<file path="src/rtl/store_serializer.sv">
// Store-path narrowing: writes the low 1/2/4/8 bytes of a register
// little-endian over a byte-wide write port and flags lossy truncation.
module store_serializer #(
  parameter int ADDR_WIDTH = 64
) (
  input  logic                  clk,
  input  logic                  reset_n,
  input  logic                  req_valid,
  output logic                  req_ready,
  input  logic [ADDR_WIDTH-1:0] req_addr,
  input  logic [63:0]           req_data,
  input  logic [1:0]            req_size,
  output logic                  mem_we,
  output logic [ADDR_WIDTH-1:0] mem_addr,
  output logic [7:0]            mem_wdata,
  input  logic                  mem_ready,
  output logic                  done,
  output logic                  trunc,
  output logic                  busy
);

  typedef enum logic {IDLE, SEND} state_t;

  state_t      state;
  logic [55:0] data_q;
  logic [2:0]  idx;
  logic [2:0]  last;
  logic        trunc_q;
  logic        trunc_nx;
  logic [2:0]  last_nx;

  assign req_ready = (state == IDLE);
  assign busy      = (state == SEND);
  assign mem_we    = (state == SEND);

  // Discarded bits must all equal the stored field's sign bit.
  always_comb begin
    trunc_nx = 1'b0;
    unique case (req_size)
      2'b00: trunc_nx = ~(&req_data[63:7] | ~|req_data[63:7]);
      2'b01: trunc_nx = ~(&req_data[63:15] | ~|req_data[63:15]);
      2'b10: trunc_nx = ~(&req_data[63:31] | ~|req_data[63:31]);
      2'b11: trunc_nx = 1'b0;
      default: trunc_nx = 1'b0;
    endcase
  end

  assign last_nx = {req_size == 2'b11, req_size[1], |req_size};

  always_ff @(posedge clk) begin
    if (!reset_n) begin
      state     <= IDLE;
      data_q    <= '0;
      idx       <= '0;
      last      <= '0;
      trunc_q   <= 1'b0;
      mem_addr  <= '0;
      mem_wdata <= '0;
      done      <= 1'b0;
      trunc     <= 1'b0;
    end else begin
      done  <= 1'b0;
      trunc <= 1'b0;
      unique case (state)
        IDLE: begin
          if (req_valid) begin
            state     <= SEND;
            mem_addr  <= req_addr;
            mem_wdata <= req_data[7:0];
            data_q    <= req_data[63:8];
            idx       <= '0;
            last      <= last_nx;
            trunc_q   <= trunc_nx;
          end
        end
        SEND: begin
          if (mem_ready) begin
            if (idx == last) begin
              state <= IDLE;
              done  <= 1'b1;
              trunc <= trunc_q;
            end else begin
              idx       <= idx + 3'd1;
              mem_addr  <= mem_addr + ADDR_WIDTH'(1);
              mem_wdata <= data_q[7:0];
              data_q    <= {8'h00, data_q[55:8]};
            end
          end
        end
        default: state <= IDLE;
      endcase
    end
  end

endmodule
</file>
<file path="config.mk">
export PLATFORM = sky130hd
export DESIGN_NAME = store_serializer
export DESIGN_NICKNAME = d
export VERILOG_FILES = /design/src/rtl/store_serializer.sv
export SDC_FILE = /design/constraint.sdc
export NUM_CORES = 1
export LEC_CHECK = 0
export ABC_AREA = 1
export CAP_MARGIN = 15
export CORE_MARGIN = 1
export CORE_UTILIZATION = 31
export DETAILED_ROUTE_END_ITERATION = 8
export GPL_ROUTABILITY_DRIVEN = 1
export PLACE_DENSITY_LB_ADDON = 0.15
export SYNTH_ARGS = -nofsm -noshare
export SYNTH_HDL_FRONTEND = slang
export SYNTH_SLANG_ARGS = --single-unit
export TNS_END_PERCENT = 100
</file>
<file path="constraint.sdc">
create_clock -name clk -period 1.65 [get_ports clk]
set_input_delay 0.4125 -clock clk [delete_from_list [all_inputs] [get_ports clk]]
set_output_delay 0.4125 -clock clk [all_outputs]
set_load 0.02 [all_outputs]
</file>
==> metrics.cfg <==
[run_status]
status = finished with violations
violations = negative setup slack

[timing]
fin_ws_ns = -0.0226
whs_ns = 0.356
fin_crit_sh_pct = 101
worstMarginPinSlew_ns = 0.477
fmax_mhz = 598
fin_crit_ns = 1.67
skew_ns = 0.0136
slew_headroom_pct = 68.2
hold_violations = 0
grt_setup_unrepaired = true
setup_violations = 2
maxSlewViolCount = 0

[clock_tree]
cts_buffer_depth = 2
cts.htree.levels = 4
clk_pin_slew_ns = 0.08
numCtsBuffers = 17
clk_latency_ns = 0.43
numClockSinks = 138
cts_tree = done
cts_root_buffer = clkbuf_16

[min_path]
hold_path_startpoint = reset_n
hp-class = primary input to flop

[grt]
grt_max_degree = 97
grt_pass1_vias = 9794
grt_pass1_wl_um = 52400
overflow = 0
grt_usage_pct = 23.6
antenna_found_initial = 0

[floorplanning]
dieHeight_um = 169
core_area_um2 = 27100
placement_rows = 60
dieArea_um2 = 28400
die_w_um = 169
io_pins = 211
start_util_pct = 31.7

[synth]
ys_ff_latch = 138
yosysSeqAreaShare_pct = 32.1
synthTopCellsByArea = dfxtp_1 32%, nand2_1 22%, nor2_1 9.2%
synth-main-ff-cell = dfxtp_1
synth_top_area_share_pct = 32.1
synth_edf_count = 0
synthArstFlopShare_pct = 0
synth_cell_types = 37
yosys.area.top_type = dfxtp_1
syn_area_per_cell_um2 = 6.04
yosysWarningCount = 0
syn-num-nets = 1559
syn_inst = 1423
syn_area_um2 = 8590

[power]
power_mw = 11.0
ir_drop_v = 0.000638
cellPowerDensity_nw_per_um2 = 791
p_leak_nw = 5.69

[finish]
syn_to_final_growth_pct = 62.5
drive_gt1_share_pct = 29.0
mostFrequentLayoutCells = 448 x nand2_1, 202 x buf_4, 153 x nor2_1, 132 x clkdlybuf4s50_1, 107 x o21ai_0
diodes = 0
mostFrequentLayoutCell = nand2_1
fill_cells = 2708
nNetsFinal = 1935
fin_area_um2 = 14000

[critical_path]
r2r_start = mem_addr[0]
cp.arrival_ns = 1.99
critPathLaunchType = flop
endpoint_kind = flop
worstSetupStartpoint = mem_addr[0]
critPathRequiredTime_ns = 1.97
critical_path_class = flop to flop
cp_max_fo = 6

[route]
wl_per_cell_um = 15.5
vias = 10500
viasPerCell = 4.82
met2_length_um = 14800
drt-pass1-iter-count = 5
finalWirelength_um = 33900
highest_layer = met4
met1_length_um = 16500
drc_errors = 0
drt-initial-drc-count = 754
drtAntennaViolNets = 0
route.met3.wl_um = 2040

[placed_design]
dpl_worst_slack_ns = -0.477
dp_hpwl_um = 25800
place.gp.congestion = 0.940
port_buffers = 210
place_area_um2 = 12700

[job]
maxCapViolations = 0

-- power breakdown --
group / switching (mW) / internal, mW / leakage (nW)
clock network: 1.94 / 2.08 / 0.298
logic: 1.56 / 1.42 / 4.23
registers: 0.351 / 3.70 / 1.17
total: 3.85 / 7.20 / 5.69
-- metal layers --
metal	GRT usage, %	up-vias
met4	6.25	0
li1	-	5413
met1	33.3	4805
met3	4.61	27
met2	36.4	278
met5	0	-
-- flip-flops by register name, summed over array words and instances (netlist names) --
register   count
mem_addr      64
data_q        56
mem_wdata      8
idx            3
last           3
busy           1
done           1
trunc          1
trunc_q        1
-- layout make-up --
cell class	instances	area (um^2)	area share, %
Sequential cell	138	2890	20.7
Clock inverter	15	195	1.40
Tap cell	372	465	3.33
Clock buffer	17	425	3.05
Inverter	75	302	2.16
Timing Repair Buffer	428	3910	28.0
Multi-Input combinational cell	1139	5780	41.4
-- path summary, 6_finish.rpt --
kind                            depth (start not counted)           end  slack, ns
worst min-delay path                                    3     data_q[2]       0.36
worst max-delay path                                   11  mem_addr[48]      -0.02
worst min register to register                          2    data_q[55]       0.47
worst max register to register                         11  mem_addr[48]      -0.02
-- timing repair --
action / 4_1_cts / 5_1_grt
endpoints found under the setup margin: 138 / 156
pin swaps: 7 / 39
buffers inserted: 1 / 5
gates resized for setup: 215 / 235
hold buffers: 0 / 0
-- cells in the mapped netlist (3+ instances only) --
cell type and n:
nand3b_1 6, dfxtp_1 138, nand3_1 34, o21bai_1 8
o21ai_0 134, nor2_2 6, o22ai_1 6, inv_1 70
nor2_1 211, nand2_1 496, nand4_1 15, or2_2 4
nor3_1 6, nor2_4 8, o21a_1 3, buf_2 25
nand2_4 4, buf_1 5, o21ai_2 5, nand2_2 8
a31oi_1 67, xnor2_1 12, buf_4 4, a21oi_1 85
inv_2 3, nor3b_2 3, clkbuf_1 36, o21ai_1 4
xor2_1 4
-- critical path: stages (launching register included) --
cell,delay [ns]
dfxtp_4,0.39
ha_4,0.16
nand3_4,0.08
inv_4,0.09
nand2_8,0.09
nor2_4,0.25
buf_6,0.16
nand3_2,0.08
nand2_2,0.08
nand2_1,0.05
nand2_1,0.07
a21oi_2,0.06
-- per-stage QoR --
step	setup TNS (ns)	util (%)	instances
3_3_place_gp	-35.69	46.7	2146
2_1_floorplan	0	-	1423
6_report	-0.0293	51.5	2184
3_5_place_dp	-36.95	46.7	2146
4_1_cts	0	49.4	2179
5_1_grt	-1.13	51.5	2184
-- cells by family (layout without fill, tap and decap cells) --
logic type / Yosys count / count (layout) / share of synthesized area [%]
XOR/XNOR: 16 / 16 / 1.63
AO/OA/AOI/OAI: 313 / 313 / 19.9
buffers and inverters: 146 / 535 / 7.00
AND/OR/NAND/NOR: 808 / 808 / 39.1
adder cells (fa/ha/maj): 2 / 2 / 0.291
flip-flops: 138 / 138 / 32.1
Note: power is estimated with default switching activity, not from simulation.
